==> src/rtl/data_mem_burst_ctrl.sv <==
// data_mem_burst_ctrl
// Burst access controller in front of a synchronous single-cycle-latency data
// memory. It takes one burst command at a time and then either streams write
// beats into the memory or streams read beats back out through a 4-entry
// first-word-fall-through response buffer.
//
// Ports
//   CLK, RST                 clock, synchronous active-high reset
//   req_valid/req_ready      command handshake (req_write, req_addr, req_len)
//   wr_valid/wr_ready        write beat handshake (wr_data)
//   rd_valid/rd_ready        read beat handshake (rd_data)
//   busy, done               burst in progress / one-cycle completion pulse
//   Read_enable, Write_enable, Address, Write_data   registered memory strobes
//   Data_out                 memory read data, valid the cycle after Read_enable
`ifndef INTERNAL_BITS
`define INTERNAL_BITS 16
`endif

module data_mem_burst_ctrl #(
  parameter int ADDR_BITS = 13,
  parameter int DATA_BITS = `INTERNAL_BITS,
  parameter int LEN_BITS  = 8
) (
  input  logic                 CLK,
  input  logic                 RST,
  input  logic                 req_valid,
  output logic                 req_ready,
  input  logic                 req_write,
  input  logic [ADDR_BITS-1:0] req_addr,
  input  logic [LEN_BITS-1:0]  req_len,
  input  logic                 wr_valid,
  output logic                 wr_ready,
  input  logic [DATA_BITS-1:0] wr_data,
  output logic                 rd_valid,
  input  logic                 rd_ready,
  output logic [DATA_BITS-1:0] rd_data,
  output logic                 busy,
  output logic                 done,
  output logic                 Read_enable,
  output logic                 Write_enable,
  output logic [ADDR_BITS-1:0] Address,
  output logic [DATA_BITS-1:0] Write_data,
  input  logic [DATA_BITS-1:0] Data_out
);

  localparam int CNT_BITS = LEN_BITS + 1;
  localparam logic [ADDR_BITS-1:0] ADDR_ONE = {{(ADDR_BITS-1){1'b0}}, 1'b1};
  localparam logic [CNT_BITS-1:0]  CNT_ONE  = {{(CNT_BITS-1){1'b0}}, 1'b1};

  typedef enum logic [1:0] {
    IDLE  = 2'd0,
    WRITE = 2'd1,
    READ  = 2'd2,
    DONE  = 2'd3
  } state_t;

  state_t                 state_r, state_nxt_s;
  logic [ADDR_BITS-1:0]   cur_addr_r;      // next address to write or to issue a read to
  logic [CNT_BITS-1:0]    total_r;
  logic [CNT_BITS-1:0]    accepted_r;
  logic [CNT_BITS-1:0]    issued_r;
  logic [CNT_BITS-1:0]    delivered_r;
  logic                   re_r, we_r;
  logic [ADDR_BITS-1:0]   addr_r;
  logic [DATA_BITS-1:0]   wdata_r;
  logic                   infl_r;          // Data_out carries a requested word this cycle
  logic [DATA_BITS-1:0]   fifo_r [4];
  logic [1:0]             wptr_r, rptr_r;
  logic [2:0]             count_r;

  logic                   req_hs_s, wr_hs_s, pop_s, push_s, issue_s;
  logic [3:0]             occ_nxt_s;

  assign req_ready    = (state_r == IDLE) && !RST;
  assign wr_ready     = (state_r == WRITE) && (accepted_r < total_r) && !RST;
  assign rd_valid     = (count_r != 3'd0);
  assign rd_data      = rd_valid ? fifo_r[rptr_r] : {DATA_BITS{1'b0}};
  assign busy         = (state_r != IDLE);
  assign done         = (state_r == DONE);
  assign Read_enable  = re_r;
  assign Write_enable = we_r;
  assign Address      = addr_r;
  assign Write_data   = wdata_r;

  assign req_hs_s = req_valid && req_ready;
  assign wr_hs_s  = wr_valid && wr_ready;
  assign pop_s    = rd_valid && rd_ready && (state_r == READ);
  assign push_s   = infl_r;

  // Read_enable is registered, so the decision made now is for next cycle's
  // strobe. Project the buffer occupancy plus words still in flight after
  // this edge (buffer after push/pop, plus the strobe currently on the bus)
  // so that all outstanding words always fit in the 4-entry buffer.
  assign occ_nxt_s = {1'b0, count_r} + {3'b000, infl_r} + {3'b000, re_r} - {3'b000, pop_s};
  assign issue_s   = (state_r == READ) && (issued_r < total_r) && (occ_nxt_s < 4'd4);

  // Next-state logic.
  always_comb begin
    state_nxt_s = state_r;
    case (state_r)
      IDLE: begin
        if (req_hs_s) begin
          state_nxt_s = req_write ? WRITE : READ;
        end else begin
          state_nxt_s = IDLE;
        end
      end
      WRITE: begin
        if (wr_hs_s && ((accepted_r + CNT_ONE) == total_r)) begin
          state_nxt_s = DONE;
        end else begin
          state_nxt_s = WRITE;
        end
      end
      READ: begin
        if (pop_s && ((delivered_r + CNT_ONE) == total_r)) begin
          state_nxt_s = DONE;
        end else begin
          state_nxt_s = READ;
        end
      end
      DONE:    state_nxt_s = IDLE;
      default: state_nxt_s = IDLE;
    endcase
  end

  // State register.
  always_ff @(posedge CLK) begin
    if (RST) begin
      state_r <= IDLE;
    end else begin
      state_r <= state_nxt_s;
    end
  end

  // Burst counters and registered memory interface.
  always_ff @(posedge CLK) begin
    if (RST) begin
      cur_addr_r  <= {ADDR_BITS{1'b0}};
      total_r     <= {CNT_BITS{1'b0}};
      accepted_r  <= {CNT_BITS{1'b0}};
      issued_r    <= {CNT_BITS{1'b0}};
      delivered_r <= {CNT_BITS{1'b0}};
      re_r        <= 1'b0;
      we_r        <= 1'b0;
      addr_r      <= {ADDR_BITS{1'b0}};
      wdata_r     <= {DATA_BITS{1'b0}};
    end else begin
      re_r <= 1'b0;
      we_r <= 1'b0;
      case (state_r)
        IDLE: begin
          if (req_hs_s) begin
            total_r     <= {1'b0, req_len} + CNT_ONE;
            accepted_r  <= {CNT_BITS{1'b0}};
            delivered_r <= {CNT_BITS{1'b0}};
            if (req_write) begin
              cur_addr_r <= req_addr;
              issued_r   <= {CNT_BITS{1'b0}};
            end else begin
              // First read strobe goes out in the first READ cycle.
              re_r       <= 1'b1;
              addr_r     <= req_addr;
              cur_addr_r <= req_addr + ADDR_ONE;
              issued_r   <= CNT_ONE;
            end
          end
        end
        WRITE: begin
          if (wr_hs_s) begin
            we_r       <= 1'b1;
            addr_r     <= cur_addr_r;
            wdata_r    <= wr_data;
            cur_addr_r <= cur_addr_r + ADDR_ONE;
            accepted_r <= accepted_r + CNT_ONE;
          end
        end
        READ: begin
          if (issue_s) begin
            re_r       <= 1'b1;
            addr_r     <= cur_addr_r;
            cur_addr_r <= cur_addr_r + ADDR_ONE;
            issued_r   <= issued_r + CNT_ONE;
          end
          if (pop_s) begin
            delivered_r <= delivered_r + CNT_ONE;
          end
        end
        default: begin
        end
      endcase
    end
  end

  // Response buffer: capture Data_out the cycle after each strobe.
  always_ff @(posedge CLK) begin
    if (RST) begin
      infl_r  <= 1'b0;
      wptr_r  <= 2'd0;
      rptr_r  <= 2'd0;
      count_r <= 3'd0;
    end else begin
      infl_r <= re_r;
      if (push_s) begin
        fifo_r[wptr_r] <= Data_out;
        wptr_r         <= wptr_r + 2'd1;
      end
      if (pop_s) begin
        rptr_r <= rptr_r + 2'd1;
      end
      case ({push_s, pop_s})
        2'b10:   count_r <= count_r + 3'd1;
        2'b01:   count_r <= count_r - 3'd1;
        default: count_r <= count_r;
      endcase
    end
  end

endmodule

==> config.mk <==
export PLATFORM = sky130hd
export DESIGN_NAME = data_mem_burst_ctrl
export DESIGN_NICKNAME = d
export VERILOG_FILES = /design/src/rtl/data_mem_burst_ctrl.sv
export SDC_FILE = /design/constraint.sdc
export NUM_CORES = 1
export LEC_CHECK = 0
export CORE_UTILIZATION = 45
export DETAILED_ROUTE_END_ITERATION = 8
export GPL_ROUTABILITY_DRIVEN = 0
export PLACE_DENSITY_LB_ADDON = 0.08
export SKIP_CTS_REPAIR_TIMING = 1
export SLEW_MARGIN = 0
export SYNTH_ARGS = -nofsm -noshare
export SYNTH_HDL_FRONTEND = slang
export SYNTH_SLANG_ARGS = --single-unit
==> constraint.sdc <==
create_clock -name CLK -period 3.7 [get_ports CLK]
set_input_delay 0.74 -clock CLK [delete_from_list [all_inputs] [get_ports CLK]]
set_output_delay 0.74 -clock CLK [all_outputs]
set_load 0.01 [all_outputs]
==> out/metrics.csv <==
metric;value;unit
Clock Root Buffer;clkbuf_16;
CP Data Arrival Time;2.71;ns
DIE WIDTH;138;µm
kind of critical path;register to output port;
largest cells by area after synthesis;edfxtp_1 (23%), dfxtp_1 (22%), ha_1 (5.1%);
first-pass GRT wire length;32.3;mm
total of max-cap violations;0;
Chip Height;138;µm
Starting Density;46.0;%
Row Count;49;
worst hold path type;register to register;
Detail Placement HPWL;14.3;mm
fin crit period;3.45;ns
via-per-instance ratio;5.76;
worst path cell trace;inv_1, ha_1, nor2b_1, o2111ai_1, a31oi_1, nor2_1, clkdlybuf4s50_1;
status;finished, final reports clean;
Ys Warns;0;
Mapped Cells;809;
fin crit share;93.3;%
CTS tree;done;
initial antenna violation count;0;
pin count of the biggest net entering global routing;36;
Hold Fails Final Rpt;0;
count leader, synth;dfxtp_1;
Pint;3.19;mW
Layout Skew;0.00763;ns
Clk Latency, worst-skew pair;0.43;ns
Syn Nets;903;
Core Area;18000;µm²
Total GRT Usage;22.2;%
DRC;0;
clock sink count;156;
GRT overflow;0;
Routed wire per std cell;17.6;µm
CTS max path bufs;2;
Die ar.;19000;µm²
reg2reg setup slack;0.41;ns
Critical-path top delay cell;a31oi_1;
share of the synthesized area in the top cell type;23.2;%
CTS Buf Count;17;
PortBufs;110;
routed wire length;20.3;mm
Post-synth EDFFs;64;
share of post-route cells with drive strength above 1;11.8;%
H-tree Lvls;4;
post-synthesis cell area;8290;µm²
fin nets;1006;
ys flop type;dfxtp_1;
Yosys reg bits;156;
1st-iter DRT viols;437;
DP Area;9620;µm²
clock group share of total power;43.0;%
Synth async-reset ratio;0;%
vias post-DR;6649;
max incr delay on CP;0.57;ns
RSZ-0062 raised after global routing;no;
Comb power frac;13.3;%
Worst slew margin;30.5;%
largest area contributor in the netlist;edfxtp_1;
Slew @ Worst Pin;1.04;ns
Top delay family on crit path;compound AO/OA/AOI/OAI gates;
sw frac;26.0;%
Setup violations, final;0;
fin area;10300;µm²
Worst setup EP type;output port;
sequential-to-total area share from yosys stat;45.4;%
max frequency;290;MHz
net switching power;1.12;mW
setup TNS;0;ns
DRT Pass-1 Iters;5;
Synth top cells by count;dfxtp_1 (92), nor2_1 (69), edfxtp_1 (64);
sequential power share;43.7;%
Area Overhead vs Synth;23.6;%
peak supply drop;0.000333;V
clk slew on worst S/H paths;0.06;ns
Max Fanout on Critical Path;4;
Antenna Nets Post-Route;0;
worst path bufs/invs;2;
pwr/cell area;420;nW/µm²
Mean Syn Cell Area;10.2;µm²
vias in the first global route;6518;
post-synth cell types;75;
Final Max Slew Viols;0;
CP Launch Type;register;
Leak;3.53;nW
ant diodes;0;
# IOs;111;
CP Data Required Time;2.96;ns
[per-stage QoR]
step | hold slack (ns) | total power [mW] | worst slack [ns] | utilization, % | instances
after floorplan | 0.456 | 2.24 | 0.730 | - | 809
after global placement | 0.472 | 2.47 | 0.307 | 53.4 | 1122
after detailed placement | 0.481 | 2.49 | 0.133 | 53.4 | 1122
after CTS | 0.490 | 4.34 | 0.205 | 56.9 | 1154
after global routing | 0.510 | 4.47 | 0.0283 | 56.9 | 1154
final | 0.485 | 4.31 | 0.248 | 56.9 | 1154
[final timing paths]
| check | start | endpoint | depth (start not counted) |
|---|---|---|---|
| max | total_r[1] | wr_ready | 7 |
| min | Read_enable | infl_r | 1 |
| max reg2reg | state_r[0] | cur_addr_r[6] | 12 |
| min reg2reg | Read_enable | infl_r | 1 |
[worst reg2reg max path: cells and delay by family, from the launching register on]
kind	cells	cell delay, ns
buffers and inverters	2	0.31
xor gates and xnor gates	1	0.36
DFF	1	0.34
AOI/OAI and AO/OA	3	0.98
adders and majority gates	2	0.71
and+or+nand+nor	4	0.53
[cells by family after synthesis]
kind of cell               Yosys count  synth area share (%)
muxes                               52                  8.90
AOI/OAI and AO/OA                  152                  12.8
and+or+nand+nor                    285                  18.1
DFF                                156                  45.4
xor gates and xnor gates            52                  5.49
adders and majority gates           35                  5.37
buffers and inverters               77                  3.97
[layout by cell type, fill, tap and decap left out, types with 4 or more instances in the layout]
| cell | instances |
|---|---|
| a211oi_1 | 4 |
| a21oi_1 | 36 |
| a31oi_1 | 26 |
| a41o_1 | 5 |
| a41oi_1 | 4 |
| and2_1 | 7 |
| and3_1 | 11 |
| buf_4 | 22 |
| clkbuf_16 | 17 |
| clkdlybuf4s50_1 | 109 |
| dfxtp_1 | 92 |
| edfxtp_1 | 64 |
| ha_1 | 34 |
| inv_1 | 28 |
| inv_6 | 5 |
| mux2_2 | 13 |
| mux2i_1 | 22 |
| mux4_2 | 16 |
| nand2_1 | 46 |
| nand2b_1 | 6 |
| nand3_1 | 35 |
| nand4_1 | 12 |
| nor2_1 | 69 |
| nor2b_1 | 24 |
| nor3_1 | 23 |
| nor3_2 | 4 |
| nor4_1 | 18 |
| o21ai_0 | 27 |
| o31ai_1 | 14 |
| or4_1 | 5 |
| xnor2_1 | 37 |
| xor2_1 | 15 |
[power groups by stage]
stage / Combinational, mW / Sequential (mW) / Clock [mW]
global placement: 0.554 / 1.92 / 0
finish: 0.572 / 1.88 / 1.85
CTS: 0.571 / 1.88 / 1.89
floorplan: 0.328 / 1.91 / 0
detailed placement: 0.567 / 1.92 / 0
global route: 0.626 / 1.89 / 1.96
[layer usage]
metal	wire length, µm	GRT usage, %	share of wire (%)
met1	8740	27.6	43
met2	10100	38.4	50
met3	1080	3.86	5.3
met4	338	7.91	1.7
met5	0	0	0
[sequential cells by signal, summed over array words and instances, names as in the netlist, 3 cells and up, named ones only]
signal       cells
Write_data      16
cur_addr_r      13
count_r          3
delivered_r      9
accepted_r       9
fifo_r          64
issued_r         9
total_r          9
Address         13
[layout make-up]
class	count	area, µm²
multi-input combinational	576	4200
clock inverter	15	203
sequential	156	3760
clock buffer	17	425
inverter	29	109
fill	1570	7770
tap	229	287
timing repair buffer	132	1260
Note: power is estimated with default switching activity, not from simulation.
